<file path="src/rtl/scan_shift_sequencer.sv">
// Scan chain sequencer: shifts stimulus in and response out, settles SE, and pulses capture.
// Build option SCAN_RESP_MISR_EN folds the response stream into a 16-bit MISR (misr_sig).
//
// state   | meaning
// IDLE    | waiting for start
// LOAD    | shifting stimulus in (and the previous response out)
// SE_FALL | SE low, chain clock off, settling
// CAPTURE | SE low, chain clocked for the capture pulses
// SE_RISE | SE high, chain clock off, settling
// UNLOAD  | shifting the final response out
// DONE    | one-cycle completion pulse
module scan_shift_sequencer #(
  parameter int CHAIN_LEN = 64,
  parameter int CNT_W     = 16,
  parameter int SETTLE    = 2,
  parameter int CAP_MAX   = 4
) (
  input  logic             CK,
  input  logic             RN,
  input  logic             start,
  input  logic             abort,
  input  logic [CNT_W-1:0] num_patterns,
  input  logic [2:0]       num_capture,
  input  logic             stim_data,
  input  logic             stim_valid,
  output logic             stim_ready,
  output logic             resp_data,
  output logic             resp_valid,
  input  logic             resp_ready,
  output logic             scan_en,
  output logic             scan_in,
  input  logic             scan_out,
  output logic             chain_clk_en,
  output logic             busy,
  output logic             done,
`ifdef SCAN_RESP_MISR_EN
  output logic [15:0]      misr_sig,
`endif
  output logic [CNT_W-1:0] pattern_idx
);

  typedef enum logic [2:0] {
    IDLE, LOAD, SE_FALL, CAPTURE, SE_RISE, UNLOAD, DONE
  } state_t;

  localparam logic [CNT_W-1:0] SET_M1   = CNT_W'(SETTLE - 1);
  localparam logic [CNT_W-1:0] LAST_BIT = CNT_W'(CHAIN_LEN - 1);
  localparam logic [CNT_W:0]   ONE_X    = 1;

  state_t           state, state_nxt;
  logic [CNT_W-1:0] shift_cnt, tmr, num_pat_q, cap_m1;
  logic [2:0]       num_cap_q, cap_clamped;
  logic             resp_rdy, unloading, stim_ok, resp_ok, fire, shift_last, tmr_zero;
  logic             run_start, more_patterns;

  assign resp_data  = scan_out;
  assign run_start  = (state == IDLE) && start && !abort;
  assign shift_last = (shift_cnt == LAST_BIT);
  assign tmr_zero   = (tmr == '0);
  assign cap_m1     = CNT_W'(num_cap_q) - CNT_W'(1);
  assign more_patterns = ({1'b0, pattern_idx} + ONE_X) < {1'b0, num_pat_q};

  always_comb begin
    cap_clamped = num_capture;
    if (num_capture == 3'd0)
      cap_clamped = 3'd1;
    else if (int'(num_capture) > CAP_MAX)
      cap_clamped = 3'(CAP_MAX);
  end

  always_ff @(posedge CK or negedge RN) begin
    if (!RN) state <= IDLE;
    else     state <= state_nxt;
  end

  always_comb begin
    state_nxt    = state;
    scan_en      = 1'b0;
    scan_in      = 1'b0;
    chain_clk_en = 1'b0;
    stim_ready   = 1'b0;
    resp_valid   = 1'b0;
    done         = 1'b0;
    busy         = (state != IDLE);
    unloading    = (state == UNLOAD) || ((state == LOAD) && (pattern_idx != '0));
    stim_ok      = (state == UNLOAD) ? 1'b1 : stim_valid;
    resp_ok      = unloading ? resp_rdy : 1'b1;
    fire         = 1'b0;
    case (state)
      IDLE: begin
        if (start)
          state_nxt = (num_patterns == '0) ? DONE : LOAD;
      end
      LOAD, UNLOAD: begin
        fire         = stim_ok && resp_ok;
        scan_en      = 1'b1;
        scan_in      = (state == LOAD) ? stim_data : 1'b0;
        chain_clk_en = fire;
        stim_ready   = fire && (state == LOAD);
        resp_valid   = stim_ok && unloading;
        if (fire && shift_last)
          state_nxt = (state == LOAD) ? SE_FALL : DONE;
      end
      SE_FALL: begin
        if (tmr_zero) state_nxt = CAPTURE;
      end
      CAPTURE: begin
        chain_clk_en = 1'b1;
        if (tmr_zero) state_nxt = SE_RISE;
      end
      SE_RISE: begin
        scan_en = 1'b1;
        if (tmr_zero) state_nxt = more_patterns ? LOAD : UNLOAD;
      end
      DONE: begin
        done      = 1'b1;
        state_nxt = IDLE;
      end
      default: state_nxt = IDLE;
    endcase
    if (abort) state_nxt = IDLE;
  end

  // Timers and the shift counter restart on every state change.
  always_ff @(posedge CK or negedge RN) begin
    if (!RN) begin
      shift_cnt   <= '0;
      tmr         <= '0;
      num_pat_q   <= '0;
      num_cap_q   <= 3'd1;
      pattern_idx <= '0;
    end else begin
      if (run_start) begin
        num_pat_q   <= num_patterns;
        num_cap_q   <= cap_clamped;
        pattern_idx <= '0;
      end else if ((state == SE_RISE) && (state_nxt == LOAD)) begin
        pattern_idx <= pattern_idx + CNT_W'(1);
      end

      if (state_nxt != state)
        shift_cnt <= '0;
      else if (fire)
        shift_cnt <= shift_cnt + CNT_W'(1);

      if (state_nxt != state) begin
        case (state_nxt)
          SE_FALL, SE_RISE: tmr <= SET_M1;
          CAPTURE:          tmr <= cap_m1;
          default:          tmr <= '0;
        endcase
      end else if (!tmr_zero) begin
        tmr <= tmr - CNT_W'(1);
      end
    end
  end

`ifdef SCAN_RESP_MISR_EN
  assign resp_rdy = 1'b1;

  // Polynomial x^16 + x^12 + x^5 + 1.
  always_ff @(posedge CK or negedge RN) begin
    if (!RN)
      misr_sig <= '0;
    else if (run_start)
      misr_sig <= '0;
    else if (resp_valid && resp_rdy)
      misr_sig <= {misr_sig[14:0], 1'b0} ^ ({16{misr_sig[15] ^ resp_data}} & 16'h1021);
  end
`else
  assign resp_rdy = resp_ready;
`endif

endmodule
</file>
<file path="config.mk">
export PLATFORM = sky130hd
export DESIGN_NAME = scan_shift_sequencer
export DESIGN_NICKNAME = d
export VERILOG_FILES = /design/src/rtl/scan_shift_sequencer.sv
export SDC_FILE = /design/constraint.sdc
export NUM_CORES = 1
export LEC_CHECK = 0
export BUFFER_PORTS_ARGS = -buffer_cell sky130_fd_sc_hd__buf_2
export CAP_MARGIN = 20
export CORE_ASPECT_RATIO = 1.2
export CORE_MARGIN = 5
export CORE_UTILIZATION = 59
export DETAILED_ROUTE_END_ITERATION = 10
export GPL_TIMING_DRIVEN = 1
export HOLD_SLACK_MARGIN = 0.15
export PLACE_DENSITY = 0.81
export SETUP_SLACK_MARGIN = 0.4
export SYNTH_ARGS = -nofsm -noshare
export SYNTH_HDL_FRONTEND = slang
export SYNTH_SLANG_ARGS = --single-unit
</file>
<file path="constraint.sdc">
create_clock -name CK -period 3.9 [get_ports CK]
set_input_delay 0.78 -clock CK [delete_from_list [all_inputs] [get_ports CK]]
set_output_delay 0.78 -clock CK [all_outputs]
set_load 0.03 [all_outputs]
</file>
Yosys cells after proc, flatten, opt, wreduce, memory -nomap -nowiden
Index checks and enable logic that the tools add are counted.

word-level totals
  register bits = 70
  input port bits = 27
  output and inout bits = 24
  word-level logic and storage cells = 76

operators by class
  $add $sub $neg = 5
  order comparisons = 2
  equality and inequality tests = 13
  multiplexer cells = 29
  reductions and logical operators = 21

operators with widths
  kind                                                  count
  2-to-1 mux 16 bit                                     6
  2-to-1 mux 3 bit                                      11
  adder 16 x 1 -> 16 bit, second input constant         2
  zero test 16 bit                                      2
  case mux 16 bit (2 select lines)                      1
  adder 16 x 1 -> 17 bit, second input constant         1
  less-than comparator 17 x 16 -> 1 bit                 1
  equality test 16 x 6 -> 1 bit, second input constant  1
  nonzero test 16 bit                                   1
  subtractor 16 x 1 -> 16 bit, second input constant    1
  case mux 3 bit (5 select lines)                       1
  equality test 3 x 2 -> 1 bit, second input constant   4
  equality test 3 bit, second input constant            4
  2-to-1 mux 1 bit                                      9
  logical AND 1 bit                                     8
  equality test 3 x 1 -> 1 bit, second input constant   2
  zero test 3 bit                                       2
  nonzero test 2 bit                                    2
  OR reduction 2 bit                                    2
  subtractor 3 x 1 -> 4 bit, second input constant      1
  greater-than comparator 3 bit, second input constant  1
  != test 3 bit                                         1
  nonzero test 3 bit                                    1
  OR reduction 3 bit                                    1
  4 further kinds                                       4

Depth between registers and ports, before layout
Gate-level depths: netlist (run 1).

  depth in word-level cells = 13
  mapped depth = 14
  gate-level depth less buffers = 13

Least setup slack after synthesis (run 1)
Ideal clock, no wire load.

  path type = register to register
  start = register pattern_idx[3]
  end = register pattern_idx[10]
  library setup time = 0.125 ns
  data arrival time = 3.322 ns
  required time = 3.775 ns
  path slack = 0.453 ns
  cell stages (with the launch flop) = 13
  path buffers = 1
  clock period less this slack = 3.447 ns
  cells stage by stage = dfrtp_1 nand4_1 or4_1 xnor2_1 ha_1 a211oi_1 o211ai_1 a211oi_1 a211oi_1 nor4_4 nand3_4 buf_6 mux2_4

on the way
  longest elaborated chain between the ends = 12
  elaborated cells on any way between the ends = 19
  those cells by class = add/sub (2); order compare (1); eq/ne (1); mux (8); reduce/logical (7)

RTL lines
  what                                                                             line  source
  from (decl)                                                                      39    output logic [CNT_W-1:0] pattern_idx
  from (signal assigned)                                                           138   pattern_idx <= pattern_idx + CNT_W'(1);
  parallel branches: the longest is 12 deep, another holds adder 16 x 1 -> 17 bit  --

Parallel ways; which one is timed is not known. The select of a mux whose other input is x is not followed.
A chain may end at the register's enable or synchronous reset.

Final worst setup path (run 1)
  start = register pattern_idx[6]
  end = register tmr[0]

on the way
  longest elaborated chain between the ends = 13
  elaborated cells on any way between the ends = 21
  those cells by class = add/sub (1); order compare (1); eq/ne (5); mux (8); reduce/logical (6)

RTL lines
  what                                                                            line  source
  parallel branches: the longest is 7 deep, another holds adder 16 x 1 -> 17 bit  --
  case mux 3 bit (5 select lines) (*)                                             89    case (state)
  2-to-1 mux 3 bit (*)                                                            121   if (abort) state_nxt = IDLE;
  equality test 3 x 2 -> 1 bit / equality test 3 bit (equally long branches)      147   case (state_nxt)
  OR reduction 2 bit                                                              147
  case mux 16 bit (2 select lines)                                                147
  2-to-1 mux 16 bit                                                               146   if (state_nxt != state) begin
  to (signal assigned)                                                            149   CAPTURE: tmr <= cap_m1;
  to (signal assigned)                                                            153   tmr <= tmr - CNT_W'(1);
  to (decl)                                                                       51    logic [CNT_W-1:0] shift_cnt, tmr, num_pat_q, cap_m1;

Every way passes the cells marked *.

==> results of run 1 <==
worst reg2reg max path, stage by stage, from the launching register on:
cell and delay [ns]:
dfrtp_1 0.42, nand4_1 0.21, or4_4 0.60, nor2_1 0.15
xor2_1 0.22, ha_1 0.30, nand2_1 0.08, o211ai_1 0.08
a211oi_1 0.26, a211oi_2 0.10, or4_4 0.46, xnor2_1 0.14
a41o_1 0.24
sequential cells by signal, indices dropped and copies added (netlist names):
signal	count
num_cap_q	3
num_pat_q	16
pattern_idx	16
state	3
shift_cnt	16
tmr	16
logic make-up (layout without fill, tap and decap cells):
family	count (synthesis)	in the layout	share of synthesized area
and+or+nand+nor	189	189	0.233
AOI/OAI and AO/OA	73	73	0.111
DFF	70	70	0.407
buffers and inverters	48	103	0.0459
xor gates and xnor gates	46	46	0.0936
adders and majority gates	20	20	0.0582
muxes	17	17	0.0509
synth_stat cells (3+ instances only):
cell type	count
a211oi_1	9
a21oi_1	6
and2_1	13
and3_1	3
and4_1	3
buf_2	5
clkbuf_1	11
dfrtp_1	69
ha_1	20
inv_1	30
mux2_2	7
mux2_4	8
nand2_1	45
nand2b_1	3
nand3_1	12
nand3b_1	3
nand4_1	9
nor2_1	48
nor3_1	13
nor4_1	8
o211ai_1	4
o21ai_0	25
o31ai_1	15
or2_2	3
or3_1	3
or4_1	9
xnor2_1	22
xor2_1	24
worst paths after layout:
kind / start / to / slack, ns / cells past startpoint
max: pattern_idx[6]$_DFFE_PN0P_ / tmr[0]$_DFFE_PN0P_ / 0.53 / 12
min: RN / tmr[12]$_DFFE_PN0P_ / 0.43 / 1
max reg2reg: pattern_idx[6]$_DFFE_PN0P_ / tmr[0]$_DFFE_PN0P_ / 0.53 / 12
min reg2reg: num_pat_q[0]$_DFFE_PN0P_ / num_pat_q[0]$_DFFE_PN0P_ / 0.52 / 2
max in group asynchronous: RN / pattern_idx[3]$_DFFE_PN0P_ / 2.43 / 2
min in group CK: num_pat_q[0]$_DFFE_PN0P_ / num_pat_q[0]$_DFFE_PN0P_ / 0.52 / 2
layout by cell type, fill, tap and decap left out, types with 3 or more instances in the layout:
master    instances
dfrtp_1          64
buf_2            48
nor2_1           47
nand2_1          45
inv_1            30
o21ai_0          25
xor2_1           24
xnor2_1          21
ha_1             19
o31ai_1          15
and2_1           13
nand3_1          12
nor3_1           12
nand4_1           9
clkbuf_8          9
nor4_1            8
mux2_4            8
buf_4             8
a211oi_1          7
or4_1             7
mux2_2            7
a21oi_1           6
dfrtp_2           5
or4_4             4
o211ai_1          4
clkinv_2          4
or2_2             3
or3_1             3
nand2b_1          3
and3_1            3
nand3b_1          3
and4_1            3
per-stage QoR:
step                       util  total power (W)  std cells
after floorplan               -          0.00137        463
final                     0.678          0.00209        608
after global placement    0.643          0.00149        590
after global routing      0.678          0.00222        608
after CTS                 0.671          0.00210        607
after detailed placement  0.643          0.00153        590
metal layers:
metal  vias to the layer above  wire [um]  GRT usage
li1                       1723          -          -
met3                        23        435     0.0532
met5                         -          0          0
met4                         0        301     0.0965
met1                      1729       4080      0.283
met2                        78       5400      0.405
power breakdown:
part	internal, W	leakage [nW]	switching, W	total [W]
logic	0.000273	1.34	0.000350	0.000623
clock network	0.000291	0.0968	0.000270	0.000562
registers	0.000830	0.926	0.0000783	0.000908
what timing repair did:
item / 4_1_cts / 5_1_grt
hold endpoints to repair: 0 / 0
endpoints found under the setup margin: 15 / 18
buffers inserted: 1 / 1
gates resized for setup: 0 / 12
pin swaps: 1 / 0
layout make-up:
class                           count  area share
Timing Repair Buffer               57      0.0657
Sequential cell                    70       0.361
Clock inverter                      5      0.0103
Clock buffer                       11      0.0270
Inverter                           30      0.0231
Tap cell                           90      0.0231
Multi-Input combinational cell    345       0.490
==> results.yml, run 1 <==
clock_tree:
  cts_buffers: 9
  cts_hold_buf: 0
  clkTransAtPathRegs_ns: 0.07
  clockRootBuffer: "clkbuf_8"
  cts_tree: "built"
  clock-sinks: 70
  clk_latency_ns: 0.36
  htreeDepth: 3
  clock_path_buffers: 2
synthesis:
  yosysTopAreaCell: "dfrtp_1"
  synth-edff-count: 0
  synth_top_area_share: 0.401
  syn-cell-area_um2: 4300
  yosysSeqAreaShare: 0.407
  synthArstFlopShare: 1.00
  avgSynthCellArea_um2: 9.29
  synth_ff_type: "dfrtp_1"
  synth_warnings: 0
  synth_cell_types: 55
  yosys-top-cells-area: "dfrtp_1 40%, ha_1 5.8%, xor2_1 4.9%"
  postSynthCellCount: 463
  ys_seq_elements: 70
  synth.net_count: 510
cells_and_area:
  layout-drive-gt1-share: 0.212
  final_nets: 560
  diodes: 0
  layout.cell_area.non_filler_um2: 4870
  fillers: 572
  area_delta_synth_final_pct: 13.3
  multi_input_area_um2: 2390
  seq_area_um2: 1760
sta:
  finalSetupTns_ns: 0
  post-route-min-period_ns: 3.37
  fin_crit_sh: 0.864
  whs_ns: 0.432
  setup_violations: 0
  tightest_slew_ns: 0.759
  hold_viol: 0
  slew_violations: 0
  rsz0062_at_grt: "true"
  post-route-worst-setup-slack_ns: 0.531
  slew_headroom: 0.493
  fin_skew_ns: 0.0125
  fmax_mhz: 297
global_route:
  gr-total-overflow: 0
  grt_start_max_net_pins: 45
  first_global_vias: 3645
  antenna_found_initial: 0
  grt_pass1_wl_um: 17100
  gr-usage-all-layers: 0.237
route:
  final_antenna_net_count: 0
  wl_um: 10200
  via_count: 3553
  wl_per_cell_um: 16.8
  drt_iter0_drc: 126
  first_pass_iters: 4
  drc: 0
  viasPerCell: 5.84
place:
  place_area_um2: 4630
  gp_congestion: 0.883
  dp_hpwl_um: 7570
  pre_cts_ws_ns: 0.393
  portBuffers: 48
worst_hold_path:
  hold_class: "in2async"
floorplan:
  coreArea_um2: 7190
  initial_core_util: 0.599
  io_pins: 51
  fp.dieH_um: 104
  die-area_um2: 9110
  die_width_um: 88.0
  rows: 34
setup_path:
  cp.required_ns: 4.14
  worstPathMaxFanout: 5
  criticalPathCategory: "reg2reg"
  cp.arrival_ns: 3.61
  end_kind: "register"
  crit_family: "simple AND/OR/NAND/NOR gates"
  start_kind: "register"
  cpMaxStageDelayCell: "or4_4"
  cpMostUsedCell: "or4_4"
  path_buf_inv: 0
  path_cells: "nand4_1, or4_4, nor2_1, xor2_1, ha_1, nand2_1, o211ai_1, a211oi_1, a211oi_2, or4_4, xnor2_1, a41o_1"
  cp_slowest_stage_delay_ns: 0.60
pwr:
  leakage_nw: 2.36
  peakVddDrop_uv: 352
  power_density_nw_per_um2: 429
job:
  maxCapViolCount: 0
outcome:
  status: "finished, final reports clean"
No activity file was read; power rests on OpenSTA's default activity.
==> inputs of run 2 (changes only) <==
==> constraint.sdc (replaced) <==
create_clock -name CK -period 3.41 [get_ports CK]
set_input_delay 0.682 -clock CK [delete_from_list [all_inputs] [get_ports CK]]
set_output_delay 0.682 -clock CK [all_outputs]
set_load 0.03 [all_outputs]
==> results.yml, run 2 (synthesis results as in run 1) <==
setup_path:
  cp-startpoint: "pattern_idx[0]$_DFFE_PN0P_"
  rr_endpoint: "tmr[0]$_DFFE_PN0P_"
  endpoint: "tmr[0]$_DFFE_PN0P_"
  start_kind: "register"
  criticalPathCategory: "reg2reg"
  r2r_start: "pattern_idx[0]$_DFFE_PN0P_"
  cp.required_ns: 3.65
  cp.arrival_ns: 3.46
  end_kind: "register"
  worstPathMaxFanout: 6
  r2r_setup_slack_ns: 0.19
  reg2reg_depth: 13
cells_and_area:
  layout.cell_area.non_filler_um2: 5450
  layout_common_cells: "59 x dfrtp_1, 47 x buf_2, 44 x nand2_1"
  final_nets: 594
  layout-drive-gt1-share: 0.332
  area_delta_synth_final_pct: 26.7
  diodes: 0
  final_util: 0.758
  layout_commonest_cell: "dfrtp_1"
clock_tree:
  clk_latency_ns: 0.36
  clock-sinks: 70
  cts_tree: "built"
  clock_path_buffers: 2
  cts_hold_buf: 0
  clockRootBuffer: "clkbuf_8"
  clkTransAtPathRegs_ns: 0.09
  htreeDepth: 3
  cts_buffers: 9
pwr:
  p_sw_w: 0.000882
  pwr-share-seq: 0.409
  clockPowerShare: 0.263
  leakage_nw: 2.62
  peakVddDrop_uv: 389
  combPwrFrac: 0.329
  power.total_w: 0.00255
  p_int_w: 0.00166
  switching_share: 0.346
  power_density_nw_per_um2: 467
place:
  gp_congestion: 0.908
  dp_hpwl_um: 7670
  pre_cts_ws_ns: -0.114
  portBuffers: 48
  place_area_um2: 4750
route:
  final_antenna_net_count: 0
  first_pass_iters: 4
  drc: 0
  via_count: 3853
  drt_iter0_drc: 237
  wl_per_cell_um: 18.0
  viasPerCell: 6.00
  wl_um: 11600
global_route:
  antenna_found_initial: 0
  gr-usage-all-layers: 0.251
  gr-total-overflow: 0
  first_global_vias: 3908
  grt_start_max_net_pins: 71
  grt_pass1_wl_um: 18100
sta:
  finalSetupTns_ns: 0
  fin_crit_sh: 0.945
  tightest_slew_ns: 0.889
  slew_headroom: 0.407
  slew_violations: 0
  post-route-worst-setup-slack_ns: 0.186
  rsz0062_at_grt: "true"
  hold_viol: 0
  setup_violations: 0
  post-route-min-period_ns: 3.22
  fin_skew_ns: 0.0159
  fmax_mhz: 310
floorplan:
  coreArea_um2: 7190
  die-area_um2: 9110
  io_pins: 51
  die_width_um: 88.0
  initial_core_util: 0.599
  rows: 34
  fp.dieH_um: 104
worst_hold_path:
  hold_class: "reg2reg"
job:
  maxCapViolCount: 0
outcome:
  status: "finished, final reports clean"
==> run 2: stage by stage <==
stage	hold WS, ns	cells
floorplan	0.386	463
global placement	0.471	602
detailed placement	0.464	602
CTS	0.481	626
global route	0.525	642
finish	0.477	642
==> run 2: final cells by class <==
type	count	area (um^2)
clock buffers	10	128
multi-input cells	345	2650
flip-flops and latches	70	1770
fillers	474	1740
well taps	90	113
repair buffers	91	619
clock inverters	6	62.6
inverters	30	113
==> run 2: routing by layer <==
metal / routed length (um) / track usage
met1: 4440 / 0.292
met2: 6100 / 0.435
met3: 499 / 0.0397
met4: 514 / 0.128
met5: 0 / 0
==> run 2: worst min path at each step <==
stage,start,end,slack (ns),cells after the start
floorplan,RN,num_cap_q[1]$_DFFE_PN0P_,0.39,0
global placement,num_pat_q[0]$_DFFE_PN0P_,num_pat_q[0]$_DFFE_PN0P_,0.47,2
detailed placement,num_pat_q[0]$_DFFE_PN0P_,num_pat_q[0]$_DFFE_PN0P_,0.46,2
CTS,num_pat_q[0]$_DFFE_PN0P_,num_pat_q[0]$_DFFE_PN0P_,0.48,2
global route,num_pat_q[0]$_DFFE_PN0P_,num_pat_q[0]$_DFFE_PN0P_,0.53,2
finish,num_pat_q[0]$_DFFE_PN0P_,num_pat_q[0]$_DFFE_PN0P_,0.48,2
==> run 2: power groups by stage <==
stage | sequential (W) | combinational, W | clock [W]
detailed placement | 0.00105 | 0.000703 | 0
finish | 0.00104 | 0.000838 | 0.000668
floorplan | 0.00103 | 0.000535 | 0
global placement | 0.00105 | 0.000674 | 0
global route | 0.00105 | 0.000930 | 0.000707
CTS | 0.00104 | 0.000730 | 0.000671
==> run 2: repair_timing <==
item | in CTS | in global routing
pin swaps | 17 | 13
buffers inserted | 8 | 15
cloned | 0 | 1
setup endpoints to repair | 49 | 50
resized for setup | 28 | 31
==> run 2: worst max-delay path, cell delays in order (launching register included) <==
cell and delay (ns):
dfrtp_2 0.39, buf_4 0.16, nand3_2 0.18, nor2_4 0.19
nand3_1 0.13, xnor2_2 0.21, ha_1 0.28, a31oi_1 0.25
o221ai_1 0.17, nand3_1 0.13, a211oi_2 0.11, or4_4 0.54
xnor2_2 0.15, a41o_1 0.20
==> inputs of run 3 (changes only) <==
--- a/config.mk
+++ b/config.mk
@@ -14,6 +14,7 @@
 export GPL_TIMING_DRIVEN = 1
 export HOLD_SLACK_MARGIN = 0.15
 export PLACE_DENSITY = 0.81
+export REMOVE_ABC_BUFFERS = 1
 export SETUP_SLACK_MARGIN = 0.4
 export SYNTH_ARGS = -nofsm -noshare
 export SYNTH_HDL_FRONTEND = slang
==> results.yml, run 3 (synthesis results as in run 1) <==
place:
  place_area_um2: 4760
  portBuffers: 48
  place_inst: 608
  dp_hpwl_um: 7650
  gp_congestion: 0.927
setup_path:
  cp-startpoint: "pattern_idx[0]$_DFFE_PN0P_"
  cp.required_ns: 3.65
  reg2reg_depth: 13
  worstPathMaxFanout: 8
  rr_endpoint: "pattern_idx[10]$_DFFE_PN0P_"
  end_kind: "register"
  criticalPathCategory: "reg2reg"
  start_kind: "register"
  cp.arrival_ns: 3.56
  r2r_start: "pattern_idx[0]$_DFFE_PN0P_"
  r2r_setup_slack_ns: 0.09
cells_and_area:
  final_util: 0.745
  fillers: 503
  layout_common_cells: "69 x dfrtp_1, 47 x buf_2, 44 x nand2_1"
  multi_input_area_um2: 2570
  final_nets: 596
  layout.cell_area.non_filler_um2: 5350
  seq_area_um2: 1750
  fin_cells: 644
  layout_commonest_cell: "dfrtp_1"
  area_delta_synth_final_pct: 24.4
  diodes: 0
  layout-drive-gt1-share: 0.303
worst_hold_path:
  hold_class: "in2async"
sta:
  fin_skew_ns: 0.0112
  slew_violations: 0
  tightest_slew_ns: 0.618
  whs_ns: 0.154
  fin_crit_sh: 0.974
  fmax_mhz: 301
  hold_viol: 0
  post-route-min-period_ns: 3.32
  rsz0062_at_grt: "true"
  setup_violations: 0
  slew_headroom: 0.588
global_route:
  gr-usage-all-layers: 0.257
  first_global_vias: 3944
  grt_start_max_net_pins: 39
  antenna_found_initial: 0
  grt_pass1_wl_um: 18500
  gr-total-overflow: 0
floorplan:
  rows: 34
  initial_core_util: 0.599
  die-area_um2: 9110
  die_width_um: 88.0
  fp.dieH_um: 104
  io_pins: 51
  coreArea_um2: 7190
route:
  viasPerCell: 6.04
  first_pass_iters: 5
  final_antenna_net_count: 0
  wl_per_cell_um: 18.1
  wl_um: 11700
  drt_iter0_drc: 285
  via_count: 3888
  drc: 0
clock_tree:
  cts_tree: "built"
  cts_buffers: 9
  htreeDepth: 3
  clk_latency_ns: 0.35
  clkTransAtPathRegs_ns: 0.08
  clock_path_buffers: 2
  clock-sinks: 70
  clockRootBuffer: "clkbuf_8"
pwr:
  power_density_nw_per_um2: 471
  leakage_nw: 2.60
  peakVddDrop_uv: 418
outcome:
  status: "finished, final reports clean"
job:
  maxCapViolCount: 0
-- run 3: per-layer routing --
layer	routed length, um	track usage	vias to the layer above
met5	0	0	-
met4	454	0.125	0
met3	604	0.0556	36
met2	6210	0.443	138
met1	4420	0.295	1924
li1	-	-	1790
-- run 3: cell type report --
type / count / area share
Inverter: 30 / 0.0210
Tap cell: 90 / 0.0210
Clock buffer: 11 / 0.0264
Clock inverter: 5 / 0.00655
Timing Repair Buffer: 93 / 0.118
Sequential cell: 70 / 0.327
Multi-Input combinational cell: 345 / 0.479
-- run 3: stage by stage --
stage | power [W] | setup slack [ns] | setup TNS, ns
after CTS | 0.00240 | 0.187 | 0
final | 0.00252 | 0.0885 | 0
after global routing | 0.00265 | 0.00640 | 0
after global placement | 0.00172 | 0.145 | 0
after floorplan | 0.00155 | -0.0567 | -0.194
after detailed placement | 0.00176 | -0.0291 | -0.211
-- run 3: how the worst max path moves through the flow --
stage	to	slack, ns	cells after the start
2_1_floorplan	tmr[1]$_DFFE_PN0P_	-0.06	9
3_3_place_gp	pattern_idx[8]$_DFFE_PN0P_	0.14	12
3_5_place_dp	pattern_idx[9]$_DFFE_PN0P_	-0.03	12
4_1_cts	tmr[0]$_DFFE_PN0P_	0.19	12
5_1_grt	pattern_idx[10]$_DFFE_PN0P_	0.006	14
6_report	pattern_idx[10]$_DFFE_PN0P_	0.09	13
-- run 3: power breakdown --
part	switching (W)	total, W	internal [W]
sequential	0.0000918	0.00104	0.000949
combinational	0.000476	0.000864	0.000388
clock	0.000332	0.000616	0.000284
total	0.000900	0.00252	0.00162
-- run 3: what timing repair did --
action,in CTS,in global routing
setup endpoints to repair,48,51
pin swaps,10,14
hold buffers,0,0
gates resized for setup,21,35
setup buffers,8,9
gates cloned,3,0
-- run 3: critical path, stage by stage, from the launching register on --
cell      delay, ns
dfrtp_1        0.37
ha_2           0.20
nand2_2        0.08
or4_4          0.47
xnor2_2        0.17
ha_1           0.35
a211oi_2       0.23
o211ai_1       0.13
a211oi_2       0.21
a211oi_2       0.10
nor4_4         0.24
nand3_4        0.17
buf_12         0.19
mux2_4         0.29
